[src/rtl/hsv_to_rgb_if.sv]
// HSV-in / RGB-out valid-ready stream bundle shared by the converter and its neighbours.
interface hsv_to_rgb_if #(
    parameter int unsigned DATA_W = 8
);
    logic [24:0]       H;
    logic [17:0]       S;
    logic [17:0]       V;
    logic              IN_VALID;
    logic              IN_READY;
    logic [DATA_W-1:0] R;
    logic [DATA_W-1:0] G;
    logic [DATA_W-1:0] B;
    logic              OUT_VALID;
    logic              OUT_READY;

    // Producer/consumer side: drives HSV and downstream ready, observes RGB.
    modport master (
        output H, S, V, IN_VALID, OUT_READY,
        input  IN_READY, R, G, B, OUT_VALID
    );

    // Converter side.
    modport slave (
        input  H, S, V, IN_VALID, OUT_READY,
        output IN_READY, R, G, B, OUT_VALID
    );
endinterface

[src/rtl/hsv_to_rgb.sv]
// Five-stage HSV (9.16 / 2.16 / 2.16 fixed point) to DATA_W-bit RGB converter.
// A single stall enable freezes every stage while the output is held.
module hsv_to_rgb #(
    parameter int unsigned DATA_W = 8
) (
    input logic         CLK,
    input logic         RST,
    hsv_to_rgb_if.slave bus
);
    localparam int unsigned SCW = DATA_W + 18;   // scaling product + rounding
    localparam int unsigned HIW = DATA_W + 2;    // scaled result before saturation
    localparam logic [24:0] HUE_FULL = 25'h1680000;
    localparam logic [24:0] SEC_W    = 25'h03C0000;
    localparam logic [16:0] ONE      = 17'h10000;
    localparam logic [16:0] FRAC_K   = 17'd69905; // ~2^22/60: sector remainder -> 0.16 fraction
    localparam logic [DATA_W-1:0] CMAX = '1;

    logic ce;

    logic        s1_vld, s2_vld, s3_vld, s4_vld;
    logic [2:0]  s1_sec, s2_sec, s3_sec;
    logic [21:0] s1_rem;
    logic [16:0] s1_s, s1_v, s2_s, s2_v, s3_s, s3_v;
    logic [15:0] s2_f, s3_sf;
    logic [16:0] s2_p, s3_p;
    logic [16:0] s4_r, s4_g, s4_b;

    logic [24:0] h_c;
    logic [16:0] s_c, v_c;
    logic [2:0]  sec_c;
    logic [21:0] rem_c;
    logic [38:0] fprod_c;
    logic [16:0] fsh_c;
    logic [15:0] f_c;
    logic [16:0] p_c;
    logic [15:0] sf_c;
    logic [17:0] top_c;
    logic [16:0] q_c, t_c;
    logic [16:0] r_c, g_c, b_c;

    // Round x/0x10000 onto the 0..2^DATA_W-1 output scale, saturating at full scale.
    function automatic logic [DATA_W-1:0] scale(input logic [16:0] x);
        logic [SCW-1:0] acc;
        logic [HIW-1:0] hi;
        acc   = SCW'(x) * SCW'(CMAX) + SCW'(32'h8000);
        hi    = HIW'(acc >> 16);
        scale = (hi > HIW'(CMAX)) ? CMAX : hi[DATA_W-1:0];
    endfunction

    // Pipeline advances whenever the output register is empty or being drained.
    assign ce           = bus.OUT_READY | ~bus.OUT_VALID;
    assign bus.IN_READY = ce;

    // Stage 1 logic: clamp inputs, locate the 60-degree sector and the offset inside it.
    always_comb begin
        h_c   = (bus.H >= HUE_FULL) ? bus.H - HUE_FULL : bus.H;
        s_c   = (bus.S > 18'(ONE)) ? ONE : bus.S[16:0];
        v_c   = (bus.V > 18'(ONE)) ? ONE : bus.V[16:0];
        sec_c = 3'(h_c >= 25'h03C0000) + 3'(h_c >= 25'h0780000) + 3'(h_c >= 25'h0B40000)
              + 3'(h_c >= 25'h0F00000) + 3'(h_c >= 25'h12C0000);
        rem_c = 22'(h_c - SEC_W * 25'(sec_c));
    end

    // Stage 2-4 logic: sector fraction, p/q/t terms and per-sector channel selection.
    always_comb begin
        fprod_c = 39'(s1_rem) * 39'(FRAC_K);
        fsh_c   = 17'(fprod_c >> 22);
        f_c     = (fsh_c > 17'h0FFFF) ? 16'hFFFF : fsh_c[15:0];
        p_c     = 17'((34'(s1_v) * 34'(ONE - s1_s)) >> 16);
        sf_c    = 16'((33'(s2_s) * 33'(s2_f)) >> 16);
        top_c   = 18'(ONE) - 18'(s3_s) + 18'(s3_sf);
        q_c     = 17'((34'(s3_v) * 34'(ONE - 17'(s3_sf))) >> 16);
        t_c     = 17'((35'(s3_v) * 35'(top_c)) >> 16);
        r_c     = s3_v;
        g_c     = s3_p;
        b_c     = q_c;
        case (s3_sec)
            3'd0:    begin r_c = s3_v; g_c = t_c;  b_c = s3_p; end
            3'd1:    begin r_c = q_c;  g_c = s3_v; b_c = s3_p; end
            3'd2:    begin r_c = s3_p; g_c = s3_v; b_c = t_c;  end
            3'd3:    begin r_c = s3_p; g_c = q_c;  b_c = s3_v; end
            3'd4:    begin r_c = t_c;  g_c = s3_p; b_c = s3_v; end
            default: begin r_c = s3_v; g_c = s3_p; b_c = q_c;  end
        endcase
    end

    // Stage registers, all frozen together when ce is low; reset clears every stage.
    always_ff @(posedge CLK or posedge RST) begin
        if (RST) begin
            s1_vld <= 1'b0; s1_sec <= '0; s1_rem <= '0; s1_s <= '0; s1_v <= '0;
            s2_vld <= 1'b0; s2_sec <= '0; s2_f <= '0; s2_p <= '0; s2_s <= '0; s2_v <= '0;
            s3_vld <= 1'b0; s3_sec <= '0; s3_sf <= '0; s3_p <= '0; s3_s <= '0; s3_v <= '0;
            s4_vld <= 1'b0; s4_r <= '0; s4_g <= '0; s4_b <= '0;
            bus.OUT_VALID <= 1'b0;
            bus.R <= '0;
            bus.G <= '0;
            bus.B <= '0;
        end else if (ce) begin
            s1_vld <= bus.IN_VALID; s1_sec <= sec_c; s1_rem <= rem_c;
            s1_s   <= s_c;          s1_v   <= v_c;
            s2_vld <= s1_vld; s2_sec <= s1_sec; s2_f <= f_c; s2_p <= p_c;
            s2_s   <= s1_s;   s2_v   <= s1_v;
            s3_vld <= s2_vld; s3_sec <= s2_sec; s3_sf <= sf_c; s3_p <= s2_p;
            s3_s   <= s2_s;   s3_v   <= s2_v;
            s4_vld <= s3_vld; s4_r <= r_c; s4_g <= g_c; s4_b <= b_c;
            bus.OUT_VALID <= s4_vld;
            bus.R <= scale(s4_r);
            bus.G <= scale(s4_g);
            bus.B <= scale(s4_b);
        end
    end
endmodule

[src/flat_wrapper.sv]
// flat-port wrapper written by rule: the top's interface ports become plain ports
module hsv_to_rgb_flat 
#(
    parameter int unsigned DATA_W = 8
)
  (CLK, RST, bus_H, bus_S, bus_V, bus_IN_VALID, bus_OUT_READY, bus_IN_READY, bus_R, bus_G, bus_B, bus_OUT_VALID);
  hsv_to_rgb_if #(.DATA_W(DATA_W)) bus_i ();
  input logic CLK;
  input logic RST;
  input wire logic [$bits(bus_i.H)-1:0] bus_H;
  input wire logic [$bits(bus_i.S)-1:0] bus_S;
  input wire logic [$bits(bus_i.V)-1:0] bus_V;
  input wire logic [$bits(bus_i.IN_VALID)-1:0] bus_IN_VALID;
  input wire logic [$bits(bus_i.OUT_READY)-1:0] bus_OUT_READY;
  output wire logic [$bits(bus_i.IN_READY)-1:0] bus_IN_READY;
  output wire logic [$bits(bus_i.R)-1:0] bus_R;
  output wire logic [$bits(bus_i.G)-1:0] bus_G;
  output wire logic [$bits(bus_i.B)-1:0] bus_B;
  output wire logic [$bits(bus_i.OUT_VALID)-1:0] bus_OUT_VALID;
  assign bus_i.H = bus_H;
  assign bus_i.S = bus_S;
  assign bus_i.V = bus_V;
  assign bus_i.IN_VALID = bus_IN_VALID;
  assign bus_i.OUT_READY = bus_OUT_READY;
  assign bus_IN_READY = bus_i.IN_READY;
  assign bus_R = bus_i.R;
  assign bus_G = bus_i.G;
  assign bus_B = bus_i.B;
  assign bus_OUT_VALID = bus_i.OUT_VALID;
  hsv_to_rgb #(.DATA_W(DATA_W)) u_core (.CLK(CLK), .RST(RST), .bus(bus_i));
endmodule
[config.mk]
export PLATFORM = sky130hd
export DESIGN_NAME = hsv_to_rgb_flat
export DESIGN_NICKNAME = d
export VERILOG_FILES = /design/src/rtl/hsv_to_rgb_if.sv /design/src/rtl/hsv_to_rgb.sv /design/src/flat_wrapper.sv
export SDC_FILE = /design/constraint.sdc
export NUM_CORES = 2
export LEC_CHECK = 0
export ABC_CLOCK_PERIOD_IN_PS = 9950
export CORE_MARGIN = 10
export CORE_UTILIZATION = 60
export CTS_CLUSTER_DIAMETER = 120
export DETAILED_ROUTE_END_ITERATION = 12
export PLACE_DENSITY = 0.85
export SKIP_LAST_GASP = 1
export SYNTH_ARGS = -nofsm -noshare
export SYNTH_HDL_FRONTEND = slang
export SYNTH_SLANG_ARGS = --single-unit
[constraint.sdc]
create_clock -name CLK -period 9.95 [get_ports CLK]
set_clock_uncertainty 0.2 [all_clocks]
set_input_delay 1.4925 -clock CLK [delete_from_list [all_inputs] [get_ports CLK]]
set_output_delay 1.4925 -clock CLK [all_outputs]
set_load 0.005 [all_outputs]
After elaboration in Yosys (flattened, before gate mapping)
Cells that the tools add are included.

Bits in registers: 279. Logic and storage cells: 80. Input bits: 65. Output and inout bits: 26.

Multiply operators: 9. Bitwise gates (word level): 2. Magnitude comparators: 12. Reductions and logical operators: 5. Muxes and demuxes: 10. Eq/ne operators: 4. Add/sub/neg operators: 13.

Operators by type and width (count): one-hot mux 17 bit (3 select lines) (3); adder 25 x 16 -> 26 bit, second input constant (3); multiplier 17 x 8 -> 25 bit, second input constant (3); multiplier 17 x 34 -> 33 bit (2); >= comparator 25 x 24 -> 1 bit, second input constant (2); >= comparator 25 bit, second input constant (2); multiplier 22 x 17 -> 39 bit, second input constant (1); > comparator 18 x 17 -> 1 bit, second input constant (2); subtractor 17 x 17 -> 18 bit, first input constant (2); two-way mux 17 bit (2); multiplier 17 x 18 -> 33 bit (1); multiplier 17 x 16 -> 32 bit (1); > comparator 10 x 8 -> 1 bit, second input constant (3); >= comparator 25 x 22 -> 1 bit, second input constant (1); >= comparator 25 x 23 -> 1 bit, second input constant (1); two-way mux 25 bit (1); subtractor 25 bit, second input constant (1); two-way mux 8 bit (3); subtractor 22 bit (1); adder 18 x 16 -> 18 bit (1); subtractor 17 x 16 -> 18 bit, first input constant (1); > comparator 17 x 16 -> 1 bit, second input constant (1); two-way mux 16 bit (1); adder 3 x 1 -> 3 bit (3); other kinds (9) (13).

Longest topological paths before layout
Depth in word-level cells: 9. Gate-level depth with buffers: 35.

Least setup slack after synthesis
No wires, ideal clock.

Kind: reg-to-reg. From: register u_core.s3_sf[4]. To: register u_core.s4_r[16]. Clock period less this slack: 8.832 ns. Buffers on the path: 1. Setup slack: 1.118 ns. Arrival time: 8.507 ns. Stages on the path, launching flop included: 33. Setup time: 0.125 ns. Cell sequence: dfrtp_1 > ha_1 > or3_1 > or2_0 > o211ai_1 > a211oi_1 > o21ai_0 > nand2_1 > a21o_1 > a21oi_1 > xnor2_1 > clkbuf_1 > nand2_1 > fa_1 > fa_1 > fa_1 > inv_1 > fa_1 > fa_1 > inv_1 > fa_1 > inv_1 > ha_1 > a211oi_1 > o21ai_1 > a41oi_1 > o21ai_1 > a211o_1 > a211oi_2 > xor2_1 > xor3_1 > o221ai_1 > nand2_1.

Word-level cells in the longest chain between the ends: 3. Elaborated cells on any way between the ends: 5. Classes of those cells: add/sub: 2; mul: 2; mux: 1.

Ends and longest elaborated chain: from (decl) (line hsv_to_rgb.sv:24) `logic [15:0] s2_f, s3_sf;`; from (signal assigned) (line hsv_to_rgb.sv:92) `s3_vld <= 1'b0; s3_sec <= '0; s3_sf <= '0; s3_p <= '0; s3_s <= '0; s3_v <= '0;`; from (signal assigned) (line hsv_to_rgb.sv:103) `s3_vld <= s2_vld; s3_sec <= s2_sec; s3_sf <= sf_c; s3_p <= s2_p;`; subtractor 17 x 16 -> 18 bit or adder 18 x 16 -> 18 bit (tied branches) (line hsv_to_rgb.sv:72, hsv_to_rgb.sv:71); multiplier 17 x 34 -> 33 bit or multiplier 17 x 18 -> 33 bit (tied branches) (line hsv_to_rgb.sv:72, hsv_to_rgb.sv:73); one-hot mux 17 bit (3 select lines) * (line hsv_to_rgb.sv:77) `case (s3_sec)`; to (signal assigned) (line hsv_to_rgb.sv:93) `s4_vld <= 1'b0; s4_r <= '0; s4_g <= '0; s4_b <= '0;`; to (signal assigned) (line hsv_to_rgb.sv:105) `s4_vld <= s3_vld; s4_r <= r_c; s4_g <= g_c; s4_b <= b_c;`; to (decl) (line hsv_to_rgb.sv:26) `logic [16:0] s4_r, s4_g, s4_b;`.

Mark *: on every way between the ends. The rest lies on a longest branch, timed or not. A chain may end at the register's enable or synchronous reset.

Worst setup path in the final report
From: register u_core.s3_sf[5]. To: register u_core.s4_r[16].

Same word-level chain as after synthesis.

==> results.py <==
metrics = {
    "worst_setup_path": {
        "crit_start": "u_core.s3_sf[5]",
        "reg2reg_to": "u_core.s4_r[16]",
        "rr_startpoint": "u_core.s3_sf[5]",
        "critPathCaptureType": "register",
        "critical_path_required_ns": 10.22,
        "max_stage_delay_ns": 0.53,
        "cp-start-kind": "register",
        "crit_fanout": 8,
        "cp_top_family": "adder cells",
        "path_buf_inv": 4,
        "cp-endpoint": "u_core.s4_r[16]",
        "slowest_stage": "fa_1",
        "cpMostUsedCell": "fa_1",
        "crit_arrival_ns": 9.79,
        "worst-path-stages": 32,
        "critPathKind": "reg -> reg",
        "ff2ff_setup_slack_ns": 0.43,
        "reg2regPathDepth": 32,
    },
    "die": {
        "fp.dieW_microns": 341.7,
        "dieArea_sq_um": 116800,
        "num_io_pins": 91,
        "num_rows": 117,
        "initial_utilization_pct": 60.69,
        "core_area_sq_um": 102300,
        "die_h_microns": 341.7,
    },
    "clock_tree": {
        "clk_latency_ns": 0.58,
        "cts_buffers": 34,
        "clock_sinks": 279,
        "ctsLongestPathBuffers": 3,
        "cts_tree": "yes",
        "h-tree-depth": 2,
        "clk_pin_slew_ns": 0.07,
        "cts-root-buf": "clkbuf_16",
    },
    "placement": {
        "hpwl_mm": 123.1,
        "pre_cts_ws_ns": 0.3516,
        "port_buffers": 90,
        "place_congestion": 0.9617,
        "placed_cell_area_sq_um": 64380,
    },
    "synthesis": {
        "synthSimpleGateAreaFrac_pct": 14.36,
        "synth-async-reset-ratio_pct": 100.0,
        "synth_cell_types": 87,
        "synth_edf_count": 0,
        "synth_flop_cell": "dfrtp_1",
        "synth.yosys.warnings": 0,
        "synth_area_sq_um": 62100,
        "synth_compound_area_share_pct": 7.616,
        "netlist.area_leader.share_pct": 39.13,
        "syn_nets": 8826,
        "synth_xor_area_share_pct": 2.732,
        "synthTopCellsByArea": "fa_1 39%, ha_1 14%, dfrtp_1 11%",
        "muxShareOfSynthArea_pct": 0.3224,
        "syn_inst": 6874,
        "synth_top_family_by_area": "adder cells",
        "avgSynthCellArea_sq_um": 9.035,
        "synth_fa_ha_area_share_pct": 52.69,
        "synth-seq-cells": 279,
        "synth_top_cell_by_area": "fa_1",
        "seq_area_frac_synth_pct": 11.24,
    },
    "outcome": {
        "outcome": "finished with violations",
        "violations": "DRC",
    },
    "grt": {
        "grt_pass1_wl_mm": 262.6,
        "grt.met2_usage_pct": 45.78,
        "grt_max_degree": 162,
        "antenna_found_initial": 0,
        "grt.met1_usage_pct": 33.74,
        "met3_usage_pct": 6.297,
        "grt-busiest-layer": "met2",
        "overflow": 0,
        "grt_usage_pct": 27.52,
        "grt_pass1_vias": 52120,
    },
    "timing": {
        "setup_viol": 0,
        "finalCriticalPeriod_ns": 9.522,
        "slew_violations": 0,
        "post-route-period-util_pct": 95.70,
        "tightest_slew_ns": 1.196,
        "relSlewSlack_pct": 20.03,
        "hold_viol_final": 0,
        "fmax_ghz": 0.1050,
        "timing.final.ws_setup_ns": 0.4279,
    },
    "worst_hold_path": {
        "hold_class": "reg -> reg",
    },
    "layout": {
        "syn_to_final_growth_pct": 5.625,
        "final_cell_mix": "1506 x inv_1, 1214 x fa_1, 1145 x nand2_1, 673 x ha_1, 398 x and2_1",
        "fillers": 7654,
        "layout_commonest_cell": "inv_1",
        "stdcell_area_sq_um": 65600,
        "drive_gt1_share_pct": 3.096,
        "nets": 8743,
    },
    "run": {
        "maxCapViolations": 0,
    },
    "drt": {
        "drcViolationCount": 1,
        "dr.first_iter.drc_count": 4333,
        "antenna_left": 0,
        "avgViaCountPerCell": 5.814,
        "drt-total-wl_mm": 157.4,
        "dr_total_vias": 47590,
        "drt-pass1-iter-count": 13,
        "wl_per_cell_microns": 19.24,
    },
}
## cell usage after synthesis, drive strengths merged (27+ instances only)
library cell	n
xor2	55
inv	1508
dfrtp	279
a22o	30
a21o	47
a21oi	175
nor2b	27
nor3	42
nand3	36
xnor2	136
nand2	1146
a31oi	39
and2	398
a211oi	34
ha	673
nand2b	32
o21ai	169
nor4	29
fa	1214
nor2	170
clkbuf	301
## how the worst min path moves through the flow
| stage | start | endpoint | slack, ns | cells after the start |
|---|---|---|---|---|
| after floorplan | u_core.s4_vld | u_core.s4_vld | 0.23 | 2 |
| after global placement | u_core.s4_vld | u_core.s4_vld | 0.25 | 2 |
| after detailed placement | u_core.s2_v[6] | u_core.s2_v[6] | 0.26 | 2 |
| after CTS | u_core.s2_v[6] | u_core.s2_v[6] | 0.27 | 2 |
| after global routing | u_core.s2_p[14] | u_core.s2_p[14] | 0.29 | 2 |
| final | u_core.s2_v[6] | u_core.s2_v[6] | 0.27 | 2 |
## routing by layer
layer	up-vias	part of all wire, %	wire (microns)
li1	20790	-	-
met1	23700	37	57740
met2	2424	48	74940
met3	673	10	15820
met4	0	5.7	8954
met5	-	0	0
## layout make-up
type | instances | area, sq um | area share [%]
Inverter | 1510 | 5683 | 8.663
Clock inverter | 22 | 265.3 | 0.4044
Timing Repair Buffer | 194 | 1694 | 2.583
Tap cell | 1368 | 1712 | 2.609
Sequential cell | 279 | 6987 | 10.65
Antenna cell | 1 | 2.502 | 0.003815
Multi-Input combinational cell | 4772 | 48340 | 73.70
Clock buffer | 39 | 909.6 | 1.387
## state kept, by name, summed over array words and instances, names as in the netlist, 17 cells and up
name / flops
u_core.s3_s: 17
u_core.s3_p: 17
u_core.s3_v: 17
u_core.s4_r: 17
u_core.s1_rem: 22
u_core.s4_g: 17
u_core.s2_p: 17
u_core.s1_s: 17
u_core.s2_v: 17
u_core.s4_b: 17
u_core.s1_v: 17
u_core.s2_s: 17
## cell families after synthesis
| logic type | after synthesis |
|---|---|
| compound gates | 720 |
| buf+inv | 1823 |
| fa+ha+maj | 1887 |
| xor+xnor | 192 |
| flops | 279 |
| simple gates | 1954 |
| mux | 19 |
## timing repair
| action | 4_1_cts | 5_1_grt |
|---|---|---|
| endpoints found under the hold margin | 0 | 0 |
| buffers inserted | 0 | 2 |
| hold buffers | 0 | 0 |
| setup endpoints to repair | 0 | 7 |
| gates resized for setup | 0 | 4 |
## worst register-to-register path: cells and delay by family, from the launching register on
kind / cells / cell delay, ns
AO/OA/AOI/OAI: 14 / 3.12
XOR/XNOR: 3 / 1.26
adder cells (fa/ha/maj): 8 / 3.71
buffers and inverters: 4 / 0.33
flip-flops: 1 / 0.43
AND/OR/NAND/NOR: 3 / 0.38
## metrics by stage
step                util, %   TNS, ns  std cells  hold slack (ns)
floorplan                 -         0       6874           0.2300
global placement      62.92         0       8121           0.2464
detailed placement    62.92         0       8121           0.2551
CTS                   64.06         0       8182           0.2690
global route          64.10  -0.04050       8184           0.2930
finish                64.11         0       8185           0.2678
Power is left out: the tool's default activity adds up to more than one toggle a clock period on the data nets, which glitch-free logic cannot reach.
